[src/rtl/vc_out_arbiter.sv]
// vc_out_arbiter: output-port arbiter for two virtual channels plus a
// network-interface injection source. In IDLE it arbitrates round-robin among
// the three sources. A head flit locks the link to its source until that
// source sends a tail flit. Transfers are gated by a downstream credit counter.
// The granted flit is registered, so there is one cycle of latency to flit_out.
// Optional feature: define VC_OUT_ARBITER_STALL_CNT_EN to add the stall_cnt
// output, a saturating count of cycles with a pending request and no transfer.
module vc_out_arbiter #(
    parameter int CREDIT_MAX = 4
) (
    input  logic        clk,
    input  logic        rst_n,
    input  logic [7:0]  vc_out_0,
    input  logic        vc0_valid,
    output logic        vc0_ready,
    input  logic [7:0]  vc_out_1,
    input  logic        vc1_valid,
    output logic        vc1_ready,
    input  logic [7:0]  vc_buf_NI,
    input  logic        ni_valid,
    output logic        ni_ready,
    input  logic        credit_in,
    output logic [7:0]  flit_out,
    output logic        flit_out_valid,
    output logic [1:0]  grant_id,
`ifdef VC_OUT_ARBITER_STALL_CNT_EN
    output logic [15:0] stall_cnt,
`endif
    output logic [3:0]  credit_cnt
);

    localparam logic [0:0] ST_IDLE   = 1'b0;
    localparam logic [0:0] ST_LOCKED = 1'b1;
    localparam logic [1:0] FT_HEAD   = 2'b01;
    localparam logic [1:0] FT_TAIL   = 2'b11;
    localparam logic [3:0] CMAX      = 4'(CREDIT_MAX);

    logic [0:0] r_state;
    // Source of the most recent transfer; while LOCKED it is also the owner.
    logic [1:0] r_last_grant;
    logic [3:0] r_credit;
    logic [7:0] r_flit_out;
    logic       r_flit_valid;
    logic [1:0] r_grant_id;

    // Four entries so any 2-bit index is in range; entry 3 is never valid.
    logic [3:0] w_valid;
    logic [7:0] w_data [4];
    logic [2:0] w_ready;
    logic [1:0] w_rank0;
    logic [1:0] w_rank1;
    logic [1:0] w_gnt;
    logic       w_gnt_valid;
    logic       w_xfer;
    logic [7:0] w_flit;
    logic [1:0] w_type;

    assign w_valid   = {1'b0, ni_valid, vc1_valid, vc0_valid};
    assign w_data[0] = vc_out_0;
    assign w_data[1] = vc_out_1;
    assign w_data[2] = vc_buf_NI;
    assign w_data[3] = 8'h00;

    // Round-robin order starts at the source after the last grant.
    assign w_rank0 = (r_last_grant >= 2'd2) ? 2'd0 : r_last_grant + 2'd1;
    assign w_rank1 = (w_rank0 == 2'd2) ? 2'd0 : w_rank0 + 2'd1;

    // Select the candidate source: the lock owner, or the first valid in RR order.
    always_comb begin
        w_gnt       = r_last_grant;
        w_gnt_valid = 1'b0;
        if (r_state == ST_LOCKED) begin
            w_gnt_valid = w_valid[r_last_grant];
        end else if (w_valid[w_rank0]) begin
            w_gnt       = w_rank0;
            w_gnt_valid = 1'b1;
        end else if (w_valid[w_rank1]) begin
            w_gnt       = w_rank1;
            w_gnt_valid = 1'b1;
        end else if (w_valid[r_last_grant]) begin
            w_gnt_valid = 1'b1;
        end
    end

    assign w_xfer = w_gnt_valid && (r_credit != 4'd0);
    assign w_flit = w_data[w_gnt];
    assign w_type = w_flit[7:6];

    // Ready goes only to the granted source; forced low while reset is held.
    generate
        for (genvar gi = 0; gi < 3; gi++) begin : g_ready
            assign w_ready[gi] = rst_n && w_xfer && (w_gnt == 2'(gi));
        end
    endgenerate

    assign vc0_ready = w_ready[0];
    assign vc1_ready = w_ready[1];
    assign ni_ready  = w_ready[2];

    // Packet lock FSM and round-robin pointer; reset drops any partial packet.
    always_ff @(posedge clk or negedge rst_n) begin
        if (!rst_n) begin
            r_state      <= ST_IDLE;
            r_last_grant <= 2'd2;
        end else if (w_xfer) begin
            r_last_grant <= w_gnt;
            if (r_state == ST_IDLE && w_type == FT_HEAD) begin
                r_state <= ST_LOCKED;
            end else if (r_state == ST_LOCKED && w_type == FT_TAIL) begin
                r_state <= ST_IDLE;
            end
        end
    end

    // Credit counter: a transfer consumes one, credit_in returns one, both cancel.
    always_ff @(posedge clk or negedge rst_n) begin
        if (!rst_n) begin
            r_credit <= CMAX;
        end else if (w_xfer && !credit_in) begin
            r_credit <= r_credit - 4'd1;
        end else if (!w_xfer && credit_in && r_credit < CMAX) begin
            r_credit <= r_credit + 4'd1;
        end
    end

    // Output register: load on transfer, otherwise hold data and drop valid.
    always_ff @(posedge clk or negedge rst_n) begin
        if (!rst_n) begin
            r_flit_out   <= 8'h00;
            r_grant_id   <= 2'd0;
            r_flit_valid <= 1'b0;
        end else begin
            r_flit_valid <= w_xfer;
            if (w_xfer) begin
                r_flit_out <= w_flit;
                r_grant_id <= w_gnt;
            end
        end
    end

    assign flit_out       = r_flit_out;
    assign flit_out_valid = r_flit_valid;
    assign grant_id       = r_grant_id;
    assign credit_cnt     = r_credit;

`ifdef VC_OUT_ARBITER_STALL_CNT_EN
    logic [15:0] r_stall_cnt;
    logic        w_any_valid;

    assign w_any_valid = |w_valid[2:0];

    // Saturating count of cycles where someone requested but nothing moved.
    always_ff @(posedge clk or negedge rst_n) begin
        if (!rst_n) begin
            r_stall_cnt <= 16'h0000;
        end else if (w_any_valid && !w_xfer && r_stall_cnt != 16'hFFFF) begin
            r_stall_cnt <= r_stall_cnt + 16'd1;
        end
    end

    assign stall_cnt = r_stall_cnt;
`endif

endmodule

[config.mk]
export PLATFORM = sky130hd
export DESIGN_NAME = vc_out_arbiter
export DESIGN_NICKNAME = d
export VERILOG_FILES = /design/src/rtl/vc_out_arbiter.sv
export SDC_FILE = /design/constraint.sdc
export NUM_CORES = 1
export LEC_CHECK = 0
export BUFFER_PORTS_ARGS = -buffer_cell sky130_fd_sc_hd__buf_2
export CAP_MARGIN = 20
export CORE_MARGIN = 2
export CORE_UTILIZATION = 30
export DETAILED_ROUTE_END_ITERATION = 12
export MAX_ROUTING_LAYER = met4
export PLACE_DENSITY = 0.61
export SLEW_MARGIN = 20
export SYNTH_ARGS = -nofsm -noshare
export SYNTH_HDL_FRONTEND = slang
export SYNTH_SLANG_ARGS = --single-unit
[constraint.sdc]
create_clock -name clk -period 1.92 [get_ports clk]
set_clock_uncertainty 0.05 [all_clocks]
set_input_delay 0.192 -clock clk [delete_from_list [all_inputs] [get_ports clk]]
set_output_delay 0.192 -clock clk [all_outputs]
set_load 0.01 [all_outputs]
# Word level (Yosys, flattened, before mapping)
# Index checks and enable logic that the tools add are counted.
# W data, S select, Z words.
# op_classes
bitwise	2
addsub	4
reduce_logical	17
eq_ne	5
n_mux	22
magnitude_cmp	6
# ops
op	count
$bmux W8 S2	1
$mux W8	2
$logic_and A1 B1 Y1	10
$mux W2	5
$lt A2 B3 Y1 const B	3
$mux W1	9
$mux W4	2
$bmux W1 S2	3
$eq A2 B2 Y1 const B	3
$add A2 B1 Y2 const B	2
$add A4 B1 Y4 const B	1
$eq A2 B1 Y1 const B	2
$lt A4 B3 Y1 const B	1
$reduce_bool A2 Y1	2
$reduce_bool A4 Y1	1
$sub A4 B1 Y4 const B	1
$ge A3 B3 Y1 const B	1
$not A2 Y3	1
$ge A2 B2 Y1 const B	1
$logic_not A1 Y1	2
$logic_not A2 Y1	1
$reduce_and A2 Y1	1
$not A1 Y1	1
# word_totals
word_cells	62
out_inout_bits	18
register_bits	18

# Longest topological paths before layout
# Gate-level depths: netlist (run 1).
# depth
ltp_word	17
depth_mapped	12
ltp_nobuf	11

# Worst setup path after synthesis (run 1)
# No wires, ideal clock.
# synth_timing
path_kind	flip-flop to flip-flop
start	reg r_last_grant[1]
end	reg r_credit[1] (netlist: credit_cnt[1])
arrival_ns	1.948
path_stages_with_launch	11
path_slack_ns	-0.206
required_ns	1.742
setup_time_ns	0.128
path_buffers	1
cell_sequence	dfstp_2 buf_2 o21ai_0 nand2_1 o211ai_2 o41ai_4 clkinv_2 nand2_1 xnor2_1 ha_1 mux2_1
# synth_via
elab_chain_len	14
word_cells_on_any_way	23
# synth_rtl
element	line	source
start, declared	40	logic [1:0] r_last_grant;
start signal, assigned	106	r_last_grant <= w_gnt;
$add A2 B1 Y2 or $ge A2 B2 Y1 (tied branches)	65	assign w_rank0 = (r_last_grant >= 2'd2) ? 2'd0 : r_last_grant + 2'd1;
$mux W2	65	
$add A2 B1 Y2 or $eq A2 B2 Y1 (tied branches)	66	assign w_rank1 = (w_rank0 == 2'd2) ? 2'd0 : w_rank0 + 2'd1;
$mux W2	66	
$bmux W1 S2	77	end else if (w_valid[w_rank1]) begin
$mux W1 (not written as such)	77	
$mux W1	77	
$mux W1	74	end else if (w_valid[w_rank0]) begin
$mux W1 (*)	72	if (r_state == ST_LOCKED) begin
$logic_and A1 B1 Y1 (*)	85	assign w_xfer = w_gnt_valid && (r_credit != 4'd0);
$logic_not A1 Y1	121	end else if (!w_xfer && credit_in && r_credit < CMAX) begin
$logic_and A1 B1 Y1 (2 in series)	121	
$reduce_bool A2 Y1 (no source line)	-	
end signal, assigned	120	r_credit <= r_credit - 4'd1;
end signal, assigned	122	r_credit <= r_credit + 4'd1;
end, declared	41	logic [3:0] r_credit;
# Every way passes the cells marked *; elsewhere a longest branch is shown, timed or not. The select of a mux whose other input is x is not followed.
# A chain may end at the register's enable or synchronous reset.

# Worst setup path after layout (run 1)
# layout_timing
start	reg r_last_grant[1]
end	out vc0_ready
# layout_via
elab_chain_len	12
word_cells_on_any_way	23
# layout_rtl
element	line	source
$add A2 B1 Y2 or $ge A2 B2 Y1 (tied branches)	65	
$mux W2	65	
$add A2 B1 Y2 or $eq A2 B2 Y1 (tied branches)	66	
$mux W2	66	
$bmux W1 S2	77	
$mux W1 (not written as such)	77	
$mux W1	77	
$mux W1	74	
$mux W1	72	
$logic_and A1 B1 Y1	85	
$logic_and A1 B1 Y1	92	assign w_ready[gi] = rst_n && w_xfer && (w_gnt == 2'(gi));
$logic_and A1 B1 Y1 (*)	92	
end, declared	15	output logic vc0_ready,
# Marked as above.

==> out/metrics.yaml, run 1 <==
status: "finished, violations left"
violations: "setup timing"
dp_hpwl_mm: 2.259
setup_tns_ns: -0.9427
nets: 220
dpl_worst_slack_ns: -0.08842
ios: 48
worstPathRequired_ns: 1.68
clock_sinks: 17
hold_end: "flit_out[3]"
worstMarginPinSlew_ns: 0.3128
synth_nets: 140
crit-reg2reg-launch: "r_last_grant[1]"
die_area_mm2: 0.003850
synth_cells: 109
final_cell_mix: "buf_2 (44), buf_4 (25), nor2_1 (16)"
grt_max_degree: 12
clk_pin_slew_worst_paths_ns: 0.10
ir_drop_v: 0.0006575
fin_cells: 234
hold_viol_final: 0
syn_to_final_growth_pct: 73.02
crit_arrival_ns: 1.87
dieWidth_um: 62.05
clock_latency_ns: 0.30
ys_seq_elements: 17
leakage_uw: 0.0008451
drt-vias-per-instance: 4.910
drc_errors: 0
drt_iter0_markers: 59
port_buffers: 47
setup-violations-final: 7
worst-setup-path-type: "reg -> out"
clk_path_buf_depth: 2
htreeDepth: 1
path_max_fanout: 7
row_count: 21
grt_usage_pct: 17.56
r2r_cells: 9
hp-class: "in -> reg"
period_share_pct: 110.1
whs_ns: 0.1417
die_h_um: 62.05
avgSynthCellArea_um2: 9.275
cts_tree: "yes"
wire_per_inst_um: 13.31
gp_congestion: 0.8611
grt_pass1_vias: 1163
max_slew_margin_pct: 79.08
setup_ws_ns: -0.1939
p_per_area_mw_per_mm2: 1946
antenna_found_initial: 0
place_inst: 217
ys_warn_count: 0
r2r_setup_slack_ns: -0.17
grt_pass1_wl_mm: 4.919
globalRouteOverflowTotal: 0
layout_min_cycle_time_ns: 2.114
startpoint_type: "flop"
fill_cells: 300
firstDrtPassIters: 5
root_buffer: "clkbuf_4"
ant_nets: 0
rsz0062_at_grt: "yes"
ys_seq_area_share_pct: 42.33
min_from: "vc_out_0[3]"
whs_path_depth: 3
diodes: 0
coreArea_mm2: 0.003284
cts-buffers-inserted: 3
layout-drive-gt1-share_pct: 56.91
routed_wl_mm: 3.115
end_kind: "primary output"
final-max-slew-violation-count: 0
power_uw: 3404
final_common_cell: "buf_2"
initial_core_util_pct: 30.78
max_cap_violations: 0
r2r-end: "credit_cnt[1]"
synth.cell_area_mm2: 0.001011
fmax_ghz: 0.4731
vias: 1149
synth_cell_type_count: 33
==> through the flow <==
stage	util (%)	area, um2
floorplan	-	1031
global placement	44.23	1453
detailed placement	44.23	1453
CTS	50.13	1647
global route	53.26	1749
finish	53.26	1749
==> timing repair <==
item,4_1_cts,5_1_grt
gates resized for setup,16,19
hold buffers,1,0
setup endpoints to repair,6,16
gates cloned,0,1
pin swaps,8,11
hold endpoints to repair,16,0
buffers inserted,11,2
==> logic make-up (layout without fill, tap and decap cells) <==
kind of cell	after synthesis	in the layout	share of synthesized area, %
compound gates	37	37	28.47
xor+xnor	2	2	1.733
fa+ha+maj	1	1	1.237
buf+inv	12	91	5.445
flops	17	17	42.33
mux	5	5	5.198
simple gates	35	35	15.59
==> synthesized netlist by cell type <==
library cell / n / area [um2]
o41ai_4: 1 / 27.53
buf_2: 4 / 20.02
mux2_2: 1 / 11.26
nand3_1: 1 / 5.000
a211o_1: 1 / 8.760
inv_1: 6 / 22.52
a21oi_1: 10 / 50.05
mux2_1: 1 / 11.26
o31ai_1: 1 / 7.510
a31oi_1: 3 / 18.77
buf_4: 1 / 7.510
clkinv_2: 1 / 5.000
o211ai_2: 1 / 12.51
nand4_1: 1 / 6.260
o22ai_2: 1 / 12.51
dfrtp_1: 15 / 375.4
nand2b_1: 5 / 31.28
ha_1: 1 / 12.51
nor2b_1: 1 / 6.260
a21boi_4: 1 / 18.77
a222oi_1: 6 / 60.06
dfstp_2: 2 / 52.55
o21ai_1: 2 / 10.01
xnor2_1: 1 / 8.760
xor2_1: 1 / 8.760
o211ai_1: 1 / 7.510
nor2_1: 19 / 71.32
o22ai_1: 1 / 6.260
nand2_1: 5 / 18.77
mux2i_1: 3 / 30.03
a2bb2oi_1: 2 / 17.52
and3_1: 3 / 18.77
o21ai_0: 6 / 30.03
==> sequential cells by signal, summed over array words and instances, names as in the netlist <==
register	cells
flit_out	8
credit_cnt	4
r_state	1
grant_id	1
r_last_grant	2
flit_out_valid	1
==> critical path, stage by stage (launching register included) <==
cell and delay (ns):
dfstp_2 0.63, buf_4 0.15, o211ai_2 0.12, o41ai_4 0.09
clkinv_2 0.15, buf_8 0.16, and3_4 0.17, buf_6 0.11
==> worst max-delay path by stage <==
stage	start	to	slack [ns]	cells past startpoint
final	r_last_grant[1]	vc0_ready	-0.19	7
after global routing	r_last_grant[1]	vc1_ready	-0.25	8
after CTS	r_last_grant[1]	credit_cnt[1]	-0.17	10
after detailed placement	r_state	credit_cnt[1]	-0.09	9
after global placement	r_state	credit_cnt[2]	-0.01	10
after floorplan	r_state	credit_cnt[1]	-0.11	9
==> area by class of cell <==
class	instances	area, um2	area share, %
Inverter	7	27.53	1.574
Sequential cell	17	429.2	24.54
Tap cell	46	57.56	3.290
Clock buffer	4	26.28	1.502
Timing Repair Buffer	80	560.5	32.05
Multi-Input combinational cell	80	648.1	37.05
==> metal layers <==
layer / GRT usage (%) / vias up / part of all wire [%]
li1: - / 559 / -
met1: 21.74 / 541 / 43
met2: 27.98 / 42 / 50
met3: 2.899 / 7 / 5.4
met4: 7.903 / 0 / 2.0
met5: - / - / 0
==> power breakdown <==
group	switching (uW)	leakage, uW	internal, uW
clock network	118	0.0000150	81.0
registers	178	0.000197	571
logic	1100	0.000633	1360
total	1390	0.000845	2010
(Power assumes the default switching activity.)
==> inputs of run 2 (changes only) <==
BUFFER_PORTS_ARGS = -buffer_cell sky130_fd_sc_hd__buf_4   (was -buffer_cell sky130_fd_sc_hd__buf_2)
==> out/metrics.yaml, run 2 (synthesis gave the netlist of run 1 again) <==
layout-drive-gt1-share_pct: 57.30
path_delay_family: "flip-flops"
crit_chain: "o21ai_2, nand2_1, o211ai_2, o41ai_4, clkinv_2, buf_6, and3_1, buf_6"
hold_viol_final: 0
wire_per_inst_um: 13.79
largest_reg_flops: 8
leakage_uw: 0.0008549
postLayoutCellArea_mm2: 0.001767
violations: "setup timing"
firstDrtPassIters: 5
vias: 1125
max_slew_margin_pct: 79.28
die_area_mm2: 0.003850
initial_core_util_pct: 30.78
period_share_pct: 106.4
layout_min_cycle_time_ns: 2.043
dieWidth_um: 62.05
grt_usage_pct: 17.07
coreArea_mm2: 0.003284
status: "finished, violations left"
final_common_cell: "buf_4"
fin_cells: 231
drc_errors: 0
max_cap_violations: 0
fill_cells: 294
clk_path_buf_depth: 2
placed_area_mm2: 0.001535
hp-class: "in -> reg"
die_h_um: 62.05
power_uw: 3292
place_inst: 214
clock_latency_ns: 0.29
syn_to_final_growth_pct: 74.75
grt_pass1_wl_mm: 4.747
timing.critical_path.buf_inv: 3
path_max_fanout: 5
worst-setup-path-type: "reg -> out"
whs_ns: 0.1487
cts_tree: "yes"
critPathMostFrequentCell: "buf_6"
htreeDepth: 1
grt_max_degree: 21
setup_tns_ns: -0.6126
globalRouteOverflowTotal: 0
worstPathRequired_ns: 1.68
clk_pin_slew_worst_paths_ns: 0.10
nets: 217
cts-buffers-inserted: 3
clock_sinks: 17
critPathSlowestCell: "dfstp_2"
diodes: 0
fmax_ghz: 0.4895
grt_pass1_vias: 1093
final-max-slew-violation-count: 0
drt-vias-per-instance: 4.870
p_per_area_mw_per_mm2: 1863
end_kind: "primary output"
startpoint_type: "flop"
routed_wl_mm: 3.185
worstMarginPinSlew_ns: 0.3108
ir_drop_v: 0.0006631
seq_area_um2: 429.2
gp_congestion: 0.7965
final_cell_mix: "buf_4 (69), nor2_1 (16), dfrtp_1 (14)"
root_buffer: "clkbuf_4"
ant_nets: 0
rsz0062_at_grt: "yes"
critPathMaxStageDelay_ns: 0.58
drt_iter0_markers: 46
ios: 48
antenna_found_initial: 0
dp_hpwl_mm: 2.317
row_count: 21
setup-violations-final: 6
multi_input_area_um2: 618.1
crit_arrival_ns: 1.80
port_buffers: 47
setup_ws_ns: -0.1229
-- run 2: routing by layer --
metal | routed length, um | vias up | share of wire [%] | track usage, %
li1 | - | 554 | - | -
met3 | 133 | 4 | 4.2 | 2.484
met1 | 1372 | 529 | 43 | 21.84
met2 | 1631 | 38 | 51 | 26.93
met4 | 47 | 0 | 1.5 | 6.991
met5 | 0 | - | 0 | -
-- run 2: final cells by class --
type / count / share of cell area [%]
multi-input combinational: 80 / 34.99
inverter: 7 / 1.558
clock inverter: 1 / 0.2833
tap: 46 / 3.258
clock buffer: 3 / 1.275
timing repair buffer: 77 / 34.35
sequential: 17 / 24.29
-- run 2: worst paths after layout --
path	startpoint	end	slack [ns]	depth (start not counted)
worst min register to register	grant_id[1]	grant_id[1]	0.49	2
worst max-delay path	r_last_grant[1]	vc0_ready	-0.12	8
max in group asynchronous	rst_n	r_last_grant[1]	1.30	2
worst max register to register	r_last_grant[1]	r_state	-0.12	10
worst min-delay path	vc_out_1[7]	flit_out[7]	0.15	3
min in group asynchronous	rst_n	credit_cnt[0]	0.25	2
-- run 2: stage by stage --
| step | utilization, % | worst slack [ns] |
|---|---|---|
| 2_1_floorplan | - | -0.1055 |
| 3_3_place_gp | 46.74 | 0.002005 |
| 3_5_place_dp | 46.74 | -0.08744 |
| 4_1_cts | 49.68 | -0.1120 |
| 5_1_grt | 53.79 | -0.2190 |
| 6_report | 53.79 | -0.1229 |
-- run 2: timing repair --
action                     4_1_cts  5_1_grt
hold buffers                     1        0
setup endpoints to repair        5       15
hold endpoints to repair        17        0
gates resized for setup          3       23
pin swaps                        6       12
buffers inserted                 7        5
-- run 2: report_power, final --
part           internal, uW  switching (uW)  total, uW  leakage [uW]
clock                  77.4             119        197     0.0000177
sequential              571             172        742      0.000197
combinational          1290            1060       2350      0.000640
-- run 2: tightest hold or removal path, cell delays in order --
cell and delay, ns:
buf_4 0.08, a2bb2oi_2 0.05, a21oi_1 0.13
==> inputs of run 3 (changes only) <==
REMOVE_ABC_BUFFERS = 1   (was default)
==> out/metrics.yaml, run 3 (synthesis gave the netlist of run 1 again) <==
status: "finished, violations left"
violations: "setup timing"
crit_arrival_ns: 1.83
critPathSlowestCell: "dfrtp_1"
die_area_mm2: 0.003850
timing.critical_path.buf_inv: 3
row_count: 21
startpoint_type: "flop"
clk_pin_slew_worst_paths_ns: 0.10
rsz0062_at_grt: "yes"
r2r_setup_slack_ns: -0.13
path_max_fanout: 5
drt_iter0_markers: 66
clock_latency_ns: 0.29
largest_reg_flops: 8
final_common_cell: "buf_4"
port_buffers: 47
cts_tree: "yes"
critPathMaxStageDelay_ns: 0.43
wire_per_inst_um: 13.86
seq_area_um2: 429.2
multi_input_area_um2: 628.1
hold_viol_final: 0
final-max-slew-violation-count: 0
gp_congestion: 0.9574
period_share_pct: 108.1
fin_cells: 233
grt_pass1_vias: 1190
ios: 48
dieWidth_um: 62.05
max_slew_margin_pct: 79.14
ir_drop_v: 0.0007788
initial_core_util_pct: 30.78
clk_path_buf_depth: 2
drt-vias-per-instance: 4.931
dp_hpwl_mm: 2.451
setup-violations-final: 8
dpl_worst_slack_ns: -0.1012
htreeDepth: 1
worstPathRequired_ns: 1.68
setup_ws_ns: -0.1561
fmax_ghz: 0.4817
die_h_um: 62.05
cts-buffers-inserted: 3
antenna_found_initial: 0
root_buffer: "clkbuf_4"
final_cell_mix: "buf_4 (68), nor2_1 (19), dfrtp_1 (14)"
routed_wl_mm: 3.230
grt_pass1_wl_mm: 5.188
place_inst: 219
worstMarginPinSlew_ns: 0.3118
firstDrtPassIters: 5
end_kind: "primary output"
worst-setup-path-type: "reg -> out"
leakage_uw: 0.0008788
grt_usage_pct: 19.21
layout_min_cycle_time_ns: 2.076
coreArea_mm2: 0.003284
clock_sinks: 17
max_cap_violations: 0
setup_tns_ns: -0.7850
syn_to_final_growth_pct: 79.58
nets: 219
drc_errors: 0
grt_max_degree: 21
diodes: 0
crit_chain: "nand2b_4, a21boi_4, o211ai_2, o41ai_4, clkinv_2, buf_8, and3_4, buf_6"
layout-drive-gt1-share_pct: 57.22
path_delay_family: "compound AO/OA/AOI/OAI gates"
globalRouteOverflowTotal: 0
ant_nets: 0
fill_cells: 311
hp-class: "in -> reg"
p_per_area_mw_per_mm2: 1831
vias: 1149
## run 3: path summary, 6_finish.rpt
path,startpoint,endpoint,cells past startpoint
max,r_state,vc0_ready,8
max reg2reg,r_state,credit_cnt[1],9
max in group asynchronous,rst_n,r_last_grant[1],2
min reg2reg,grant_id[1],grant_id[1],2
min,vc_out_0[3],flit_out[3],3
min in group asynchronous,rst_n,credit_cnt[3],2
## run 3: report_power, final
part	internal (uW)	switching, uW
Combinational	1340	1060
Clock	77.4	117
Sequential	570	159
## run 3: layer usage
metal  global-route usage [%]  share of wire [%]  vias to the layer above
li1                         -                  -                      556
met1                    19.10                 37                      558
met2                    37.50                 58                       31
met3                    3.106                4.1                        4
met4                    5.775               0.80                        0
met5                        -                  0                        -
## run 3: worst register-to-register path: cells and delay by family, from the launching register on
family | cells | cell delay [ns]
flip-flops | 1 | 0.43
XOR/XNOR | 1 | 0.14
multiplexers | 1 | 0.25
buffers and inverters | 1 | 0.09
AND/OR/NAND/NOR | 2 | 0.22
adder cells (fa/ha/maj) | 1 | 0.29
AO/OA/AOI/OAI | 3 | 0.49
## run 3: metrics by stage
step	util (%)	power [uW]	hold WS [ns]	instance area (um2)
floorplan	-	1684	-0.1536	983.4
global placement	47.85	2602	0.02928	1572
detailed placement	47.85	2675	0.03358	1572
CTS	52.65	3149	0.1403	1729
global route	55.28	3574	0.1473	1815
finish	55.28	3324	0.1393	1815
## run 3: area by class of cell
type	count	share of cell area [%]
Inverter	7	1.516
Sequential cell	17	23.64
Timing Repair Buffer	79	35.56
Tap cell	46	3.170
Multi-Input combinational cell	80	34.60
Clock inverter	1	0.2757
Clock buffer	3	1.241
## run 3: timing repair
action | 4_1_cts | 5_1_grt
setup endpoints to repair | 9 | 15
hold endpoints to repair | 17 | 0
cloned | 0 | 0
resized for setup | 21 | 10
hold buffers | 1 | 0
pin swaps | 8 | 11
setup buffers | 4 | 6
